## src/rtl/nibble_ones_accumulator_pkg.sv

```systemverilog
// nibble_pkg: shared types and constants for the nibble ones-counting stage.
//   state_e : frame FSM states (COLLECT gathers bits, DONE holds the total)
//   NIB_W   : nibble width in bits
//   CNT_W   : width of a per-nibble ones count (0..4)
package nibble_pkg;

   localparam int unsigned NIB_W = 4;
   localparam int unsigned CNT_W = 3;

   typedef enum logic {
      COLLECT = 1'b0,
      DONE    = 1'b1
   } state_e;

endpackage

```

## src/rtl/nibble_ones_accumulator_popcount4.sv

```systemverilog
// popcount4: purely combinational ones count of a 4-bit nibble.
//   nib   : input nibble
//   count : number of set bits in nib (0..4)
module popcount4
   import nibble_pkg::*;
(
   input  logic [NIB_W-1:0] nib,
   output logic [CNT_W-1:0] count
);

   always_comb begin
      count = '0;
      for (int unsigned i = 0; i < NIB_W; i++) begin
         count = count + CNT_W'(nib[i]);
      end
   end

endmodule

```

## src/rtl/nibble_ones_accumulator.sv

```systemverilog
// nibble_ones_accumulator: packs a serial bit stream into nibbles (first bit
// at bit 3), reports each nibble with its ones count, and accumulates the
// counts over FRAME_NIBBLES nibbles into a frame total offered on a
// valid/ready handshake.
//   clk, rst_n            : clock, asynchronous active-low reset
//   clear                 : synchronous abort of the current frame
//   in_bit/in_valid       : serial input, accepted when in_ready is high
//   in_ready              : high while collecting (state only)
//   nib_valid             : one-cycle pulse marking new nib_data/nib_count
//   nib_data, nib_count   : last completed nibble and its ones count
//   out_valid/out_ready   : frame total handshake
//   total                 : ones in the completed frame
module nibble_ones_accumulator
   import nibble_pkg::*;
#(
   parameter int unsigned FRAME_NIBBLES = 8,
   parameter int unsigned SUM_W         = $clog2(4*FRAME_NIBBLES+1)
) (
   input  logic             clk,
   input  logic             rst_n,
   input  logic             clear,
   input  logic             in_bit,
   input  logic             in_valid,
   output logic             in_ready,
   output logic             nib_valid,
   output logic [NIB_W-1:0] nib_data,
   output logic [CNT_W-1:0] nib_count,
   output logic             out_valid,
   input  logic             out_ready,
   output logic [SUM_W-1:0] total
);

   localparam int unsigned      IDX_W    = (FRAME_NIBBLES > 1) ? $clog2(FRAME_NIBBLES) : 1;
   localparam logic [IDX_W-1:0] LAST_IDX = IDX_W'(FRAME_NIBBLES - 1);

   state_e             state_q,     state_d;
   // Only the three most recent bits are ever read: the fourth arrives
   // as in_bit in the completing cycle, so the shift register stops at 3.
   logic [NIB_W-2:0]   shift_q,     shift_d;
   logic [1:0]         bit_cnt_q,   bit_cnt_d;
   logic [IDX_W-1:0]   nib_idx_q,   nib_idx_d;
   logic [SUM_W-1:0]   acc_q,       acc_d;
   logic [SUM_W-1:0]   total_q,     total_d;
   logic               nib_valid_q, nib_valid_d;
   logic [NIB_W-1:0]   nib_data_q,  nib_data_d;
   logic [CNT_W-1:0]   nib_count_q, nib_count_d;

   logic [NIB_W-1:0]   nib_next;
   logic [CNT_W-1:0]   pop_count;
   logic               accept;

   assign nib_next = {shift_q, in_bit};

   popcount4 u_popcount4 (
      .nib   (nib_next),
      .count (pop_count)
   );

   assign in_ready  = (state_q == COLLECT);
   assign out_valid = (state_q == DONE);
   assign accept    = in_valid & in_ready;

   assign nib_valid = nib_valid_q;
   assign nib_data  = nib_data_q;
   assign nib_count = nib_count_q;
   assign total     = total_q;

   always_comb begin
      state_d     = state_q;
      shift_d     = shift_q;
      bit_cnt_d   = bit_cnt_q;
      nib_idx_d   = nib_idx_q;
      acc_d       = acc_q;
      total_d     = total_q;
      nib_valid_d = 1'b0;
      nib_data_d  = nib_data_q;
      nib_count_d = nib_count_q;

      if (clear) begin
         state_d   = COLLECT;
         shift_d   = '0;
         bit_cnt_d = '0;
         nib_idx_d = '0;
         acc_d     = '0;
         total_d   = '0;
      end else begin
         unique case (state_q)
            COLLECT: begin
               if (accept) begin
                  shift_d   = nib_next[NIB_W-2:0];
                  bit_cnt_d = bit_cnt_q + 2'd1;
                  if (bit_cnt_q == 2'd3) begin
                     nib_data_d  = nib_next;
                     nib_count_d = pop_count;
                     nib_valid_d = 1'b1;
                     if (nib_idx_q == LAST_IDX) begin
                        total_d   = acc_q + SUM_W'(pop_count);
                        acc_d     = '0;
                        nib_idx_d = '0;
                        state_d   = DONE;
                     end else begin
                        acc_d     = acc_q + SUM_W'(pop_count);
                        nib_idx_d = nib_idx_q + IDX_W'(1);
                     end
                  end
               end
            end
            DONE: begin
               if (out_ready) begin
                  state_d = COLLECT;
               end
            end
            default: state_d = COLLECT;
         endcase
      end
   end

   always_ff @(posedge clk or negedge rst_n) begin
      if (!rst_n) begin
         state_q     <= COLLECT;
         shift_q     <= '0;
         bit_cnt_q   <= '0;
         nib_idx_q   <= '0;
         acc_q       <= '0;
         total_q     <= '0;
         nib_valid_q <= 1'b0;
         nib_data_q  <= '0;
         nib_count_q <= '0;
      end else begin
         state_q     <= state_d;
         shift_q     <= shift_d;
         bit_cnt_q   <= bit_cnt_d;
         nib_idx_q   <= nib_idx_d;
         acc_q       <= acc_d;
         total_q     <= total_d;
         nib_valid_q <= nib_valid_d;
         nib_data_q  <= nib_data_d;
         nib_count_q <= nib_count_d;
      end
   end

endmodule
```

## config.mk

```make
export PLATFORM = sky130hd
export DESIGN_NAME = nibble_ones_accumulator
export DESIGN_NICKNAME = d
export VERILOG_FILES = /design/src/rtl/nibble_ones_accumulator_pkg.sv /design/src/rtl/nibble_ones_accumulator_popcount4.sv /design/src/rtl/nibble_ones_accumulator.sv
export SDC_FILE = /design/constraint.sdc
export NUM_CORES = 1
export LEC_CHECK = 0
export ABC_AREA = 1
export CAP_MARGIN = 20
export CORE_ASPECT_RATIO = 1.25
export CORE_MARGIN = 4
export CORE_UTILIZATION = 56
export CTS_BUF_LIST = sky130_fd_sc_hd__clkbuf_8
export CTS_CLUSTER_DIAMETER = 80
export DETAILED_ROUTE_END_ITERATION = 10
export GPL_TIMING_DRIVEN = 0
export PLACE_DENSITY = 0.88
export SLEW_MARGIN = 10
export SYNTH_ARGS = -nofsm -noshare
export SYNTH_HDL_FRONTEND = slang
export SYNTH_SLANG_ARGS = --single-unit
```

## constraint.sdc

```tcl
create_clock -name clk -period 3.1 [get_ports clk]
set_input_delay 0.93 -clock clk [delete_from_list [all_inputs] [get_ports clk]]
set_output_delay 0.93 -clock clk [all_outputs]
set_load 0.05 [all_outputs]
```

==> results of run 1 <==
[critical path: stages]
cell and delay [ps]:
dlygate4sd2_1 260, ha_1 300, inv_1 70, fa_1 440, inv_1 80, ha_1 150, inv_1 60, fa_2 360
nand3b_1 200, nand2_1 80, nand2_1 70, nand3_1 90, nand2_1 60
[power groups by stage]
stage          clock network (W)  registers [W]   logic, W
2_1_floorplan                  0       0.000435  0.0000466
3_3_place_gp                   0       0.000410   0.000109
3_5_place_dp                   0       0.000411   0.000118
4_1_cts                 0.000287       0.000404   0.000121
5_1_grt                 0.000313       0.000406   0.000135
6_report                0.000280       0.000404   0.000123
[stage by stage]
stage	hold WS, ps	power (W)	setup slack (ps)	TNS, ps
floorplan	446	0.000481	271	0
global placement	458	0.000519	-316	-1570
detailed placement	464	0.000529	-403	-2220
CTS	481	0.000812	160	0
global route	504	0.000854	-12.2	-12.2
finish	475	0.000807	125	0
[flip-flops by register name, summed over array words and instances, names as in the netlist]
| name | cells |
|---|---|
| nib_data | 4 |
| out_valid | 1 |
| nib_idx_q | 3 |
| acc_q | 6 |
| bit_cnt_q | 2 |
| total | 6 |
| shift_q | 3 |
| nib_count | 3 |
| nib_valid | 1 |
[metal layers]
metal | GRT usage | part of all wire | vias to the layer above
met5 | 0 | 0 | -
met1 | 0.231 | 0.38 | 553
li1 | - | - | 567
met4 | 0.0685 | 0.014 | 0
met2 | 0.395 | 0.56 | 28
met3 | 0.0700 | 0.042 | 6
[how the worst max path moves through the flow]
stage	from	end	slack (ps)
after CTS	in_bit	total[4]	160
final	in_bit	total[4]	130
after global routing	in_bit	total[4]	-10
after detailed placement	in_bit	total[4]	-400
after floorplan	in_bit	total[4]	270
after global placement	in_bit	total[4]	-320
[cell usage in the layout (no fill, tap or decap), types with 4 or more instances in the layout]
| cell | instances |
|---|---|
| o21ai_2 | 5 |
| ha_1 | 8 |
| nand2_4 | 6 |
| nand2_1 | 59 |
| inv_1 | 21 |
| nand3_1 | 9 |
| clkbuf_8 | 5 |
| dfrtp_1 | 29 |
| inv_2 | 4 |
| clkdlybuf4s50_1 | 20 |
[layout make-up]
class	count	area, um2	area share
Clock buffer	5	68.8	0.0366
Sequential cell	29	726	0.386
Inverter	22	82.6	0.0439
Timing Repair Buffer	24	251	0.134
Multi-Input combinational cell	109	688	0.366
Buffer	1	11.3	0.00599
Tap cell	33	41.3	0.0220
Clock inverter	3	11.3	0.00599
[cell families after synthesis]
logic type	after synthesis	share of synthesized area
flip-flops	29	0.482
multiplexers	1	0.00665
XOR/XNOR	1	0.00582
buffers and inverters	23	0.0623
AO/OA/AOI/OAI	13	0.0615
AND/OR/NAND/NOR	84	0.288
adder cells (fa/ha/maj)	10	0.0931
[what timing repair did]
action / 4_1_cts / 5_1_grt
buffers inserted: 1 / 1
hold buffers: 0 / 0
gates resized for setup: 2 / 0
pin swaps: 1 / 1
setup endpoints to repair: 4 / 1
gates cloned: 0 / 0
==> flow_summary_export.csv, run 1 <==
group,metric,value,unit
timing,hold_viol,0,
synth,ys.flop_type,"dfrtp_1",
power_and_ir_drop,power_frac_seq,0.501,
grt,grt_pass1_vias,1250,
power_and_ir_drop,switching_power,0.000218,W
synth,yosysMostFrequentCell,"nand2_1",
place,place_area,0.00178,mm2
min_path,hp-start,"total[2]",
timing,fin_crit_sh,0.960,
synth,synthesis.area,0.00151,mm2
drt,vias,1154,
synth,synthTopCellsByArea,"dfrtp_1 48%, nand2_1 15%, ha_1 6.7%",
worst_setup_path,cp_max_fo,2,
place,port_buffers,21,
grt,grt_remaining_overflow,0,
drt,ant_nets,0,
place,gp_congestion,0.835,
layout,final_cells,226,
clocking,cts_sinks,29,
worst_setup_path,cp.required,3260,ps
synth,synthCells,161,
worst_setup_path,start_kind,"input pin",
synth,avgSynthCellArea,9.35,um2
timing,fin_skew,5.04,ps
drt,drt_first_iter_violations,29,
grt,grt_pass1_wl,5520,um
power_and_ir_drop,ir_worst_vdd,0.408,mV
synth,synthArstFlopShare,1.00,
layout,drive_gt1_frac,0.166,
floorplan,core_area,0.00250,mm2
floorplan,initial_core_util,0.602,
timing,slew_violations,0,
min_path,hold_end,"total[2]",
drt,wl,3160,um
synth,ys_seq_area_frac,0.482,
timing,clock.fmax,336,MHz
layout,antenna_cells,0,
synth,syn_nets,177,
synth,synth-seq-cells,29,
power_and_ir_drop,internal_power,0.000589,W
clocking,cts_tree,"built",
clocking,cts.clk_slew.worst_paths,50,ps
drt,drcViolationCount,0,
worst_setup_path,rr_endpoint,"total[4]",
grt,grt_start_max_net_pins,17,
clocking,clockRootBuffer,"clkbuf_8",
grt,grt_use_total,0.219,
floorplan,rows,20,
synth,synth_largest_area_cell,"dfrtp_1",
timing,tightestPinTransition,767,ps
layout,nFillCells,174,
drt,vias_per_cell,5.11,
floorplan,ios,22,
synth,synth_warnings,0,
synth,yosysUniqueCellTypes,25,
synth,synth_common_cells,"59 x nand2_1, 29 x dfrtp_1, 18 x inv_1, 9 x nand3_1, 8 x ha_1",
timing,slew_headroom,0.487,
place,dp.cells,216,
min_path,hold_depth,2,
floorplan,die_area,0.00359,mm2
floorplan,chipWidth,54.4,um
place,dp_hpwl,2410,um
outcome,status,"complete, no violations",
clocking,htree_levels,2,
min_path,hold_class,"flop to flop",
layout,syn_to_final_growth,24.9,%
worst_setup_path,r2r_slack,670,ps
clocking,clockBufferDepth,2,
clocking,clkLatencyLatePin,280,ps
power_and_ir_drop,netSwitchingFraction,0.270,
worst_setup_path,critPathKind,"input pin to flop",
power_and_ir_drop,power.share.clock,0.347,
synth,synth-edff-count,0,
grt,antenna_found_initial,0,
timing,period_needed,2970,ps
worst_setup_path,crit_arrival,3130,ps
timing,finalSetupViolCount,0,
worst_setup_path,reg2regPathDepth,12,
power_and_ir_drop,p_leak,1.01,nW
clocking,cts_inserted_buffers,5,
layout,final_nets,208,
layout,postLayoutCoreUtil,0.752,
worst_setup_path,r2r-start,"shift_q[0]",
drt,avgRoutedWirePerCell,14.0,um
drt,drt_first_pass_iters,4,
worst_setup_path,cp-end-kind,"flop",
flow_run,drv_cap,0,
synth,yosys.area.top_type_share,0.482,
power_and_ir_drop,power.density,429,mW/mm2
floorplan,die_h,66.0,um
layout,final_area,0.00188,mm2
power_and_ir_drop,power_frac_comb,0.153,
Power figures use the tool's default switching activity.
==> inputs of run 2 (changes only) <==
Settings changed: SLEW_MARGIN 10 to 20.
Clock period 3.1 ns to 3.5 ns, I/O delays scaled along.
==> run 2 against run 1 <==
  * Clock power decreased by 8.9%
  * Combinational power decreased by 19%
  * Wire length about the same
  * Power decreased by 12%
  * Largest power group unchanged
  * Highest routed layer unchanged
==> flow_summary_export.csv, run 2 (synthesized netlist as in run 1, its figures left out) <==
group,metric,value,unit
clocking,clockRootBuffer,"clkbuf_8",
power_and_ir_drop,p_leak,0.983,nW
floorplan,rows,20,
worst_setup_path,critPathKind,"input pin to flop",
drt,top_layer_used,"met4",
layout,final_cell_mix,"59 x nand2_1, 29 x dfrtp_1, 21 x inv_1, 20 x clkdlybuf4s50_1, 9 x nand3_1",
floorplan,core_area,0.00250,mm2
layout,final_cells,223,
drt,drcViolationCount,0,
place,gp_congestion,0.835,
drt,drt_first_pass_iters,4,
grt,grt_use_total,0.216,
grt,grt_start_max_net_pins,30,
layout,syn_to_final_growth,21.7,%
floorplan,die_h,66.0,um
layout,antenna_cells,0,
drt,met2_length,1700,um
drt,wl_met1,1250,um
timing,slew_violations,0,
worst_setup_path,cp-end-kind,"flop",
power_and_ir_drop,power.density,389,mW/mm2
timing,fin_ws,122,ps
flow_run,drv_cap,0,
place,dp.cells,215,
clocking,clkLatencyLatePin,280,ps
layout,postLayoutCoreUtil,0.732,
clocking,cts_tree,"built",
power_and_ir_drop,finalPower,0.000712,W
grt,grt_pass1_vias,1241,
worst_setup_path,cpMaxStageDelayCell,"fa_1",
grt,antenna_found_initial,0,
layout,final_area,0.00183,mm2
drt,vias,1142,
worst_setup_path,crit_arrival,3540,ps
layout,nFillCells,189,
drt,drt_first_iter_violations,40,
timing,fin_skew,5.62,ps
worst_setup_path,start_kind,"input pin",
drt,vias_per_cell,5.12,
outcome,status,"complete, no violations",
floorplan,die_area,0.00359,mm2
place,port_buffers,21,
timing,slew_headroom,0.576,
drt,ant_nets,0,
drt,wl,3160,um
timing,clock.fmax,296,MHz
grt,grt_pass1_wl,5430,um
power_and_ir_drop,ir_worst_vdd,0.298,mV
place,post-place-ws,-116,ps
clocking,cts_setup_buffers,0,
worst_setup_path,cp.required,3670,ps
grt,grt_remaining_overflow,0,
timing,grt_setup_unrepaired,"no",
clocking,clockBufferDepth,2,
clocking,cts.clk_slew.worst_paths,50,ps
place,dp_hpwl,2350,um
worst_setup_path,crit_buf_inv,4,
worst_setup_path,cp_top_family,"adder cells",
layout,drive_gt1_frac,0.153,
timing,tightestPinTransition,636,ps
drt,avgRoutedWirePerCell,14.2,um
floorplan,initial_core_util,0.602,
worst_setup_path,cp_slowest_stage_delay,450,ps
clocking,htree_levels,2,
clocking,cts_sinks,29,
clocking,cts_inserted_buffers,5,
floorplan,chipWidth,54.4,um
place,place_area,0.00175,mm2
timing,fin_crit_sh,0.965,
layout,final_nets,205,
floorplan,ios,22,
timing,period_needed,3380,ps
timing,finalSetupViolCount,0,
clocking,cts_resized,0,
drt,wl_met3,168,um
clocking,postCtsHoldBufs,0,
layout,layout_commonest_cell,"nand2_1",
worst_setup_path,crit_chain,"clkdlybuf4s50_1 > ha_1 > inv_1 > fa_1 > inv_1 > ha_1 > inv_1 > fa_1 > nand3b_1 > nand2_1 > nand2_1 > nand3_1 > nand2_1",
timing,hold_viol,0,
worst_setup_path,cp_max_fo,2,
min_path,hold_class,"flop to flop",
==> run 2: cell count changes in the layout (fill, tap and decap cells not counted), sizes merged <==
cell         change
dlygate4sd2      -1
buf              -2
==> run 2: layout make-up <==
| class | count | area (um2) | share of cell area |
|---|---|---|---|
| plain buffers | 1 | 11.3 | 0.00615 |
| flip-flops and latches | 29 | 726 | 0.396 |
| well taps | 33 | 41.3 | 0.0225 |
| inverters | 22 | 82.6 | 0.0451 |
| repair buffers | 21 | 205 | 0.112 |
| clock buffers | 5 | 68.8 | 0.0376 |
| multi-input cells | 109 | 686 | 0.374 |
| clock inverters | 3 | 11.3 | 0.00615 |
==> run 2: report_power, final <==
group          switching, W  total [W]  internal [W]  leakage (nW)
sequential       0.00000917   0.000358      0.000349         0.401
combinational     0.0000651  0.0000992     0.0000342         0.530
clock              0.000123   0.000255      0.000132        0.0519
total              0.000198   0.000712      0.000515         0.983
==> run 2: path summary, 6_finish.rpt <==
check                           cells after the start           end  slack (ps)       start
worst max-delay path                               13      total[4]         120      in_bit
worst min-delay path                                2      total[2]         470    total[2]
worst max register to register                     12      total[4]         980  shift_q[0]
worst min register to register                      2      total[2]         470    total[2]
max in group asynchronous                           1      total[4]        2300       rst_n
min in group asynchronous                           1  nib_idx_q[2]         780       rst_n
==> run 2: routing by layer <==
layer,global-route usage,up-vias
li1,-,562
met1,0.228,543
met2,0.385,30
met3,0.0722,7
met4,0.0717,0
met5,0,-
==> run 2: metrics by stage <==
step / TNS [ps] / hold WS, ps
final: 0 / 473
after global routing: 0 / 504
after detailed placement: -240 / 466
after CTS: 0 / 481
after global placement: -60.2 / 458
after floorplan: 0 / 446
==> run 2: worst register-to-register path, delay by kind of cell, from the launching register on <==
kind,cells,cell delay (ps)
buffers and inverters,3,190
flip-flops,1,380
adder cells (fa/ha/maj),4,1340
AND/OR/NAND/NOR,5,500
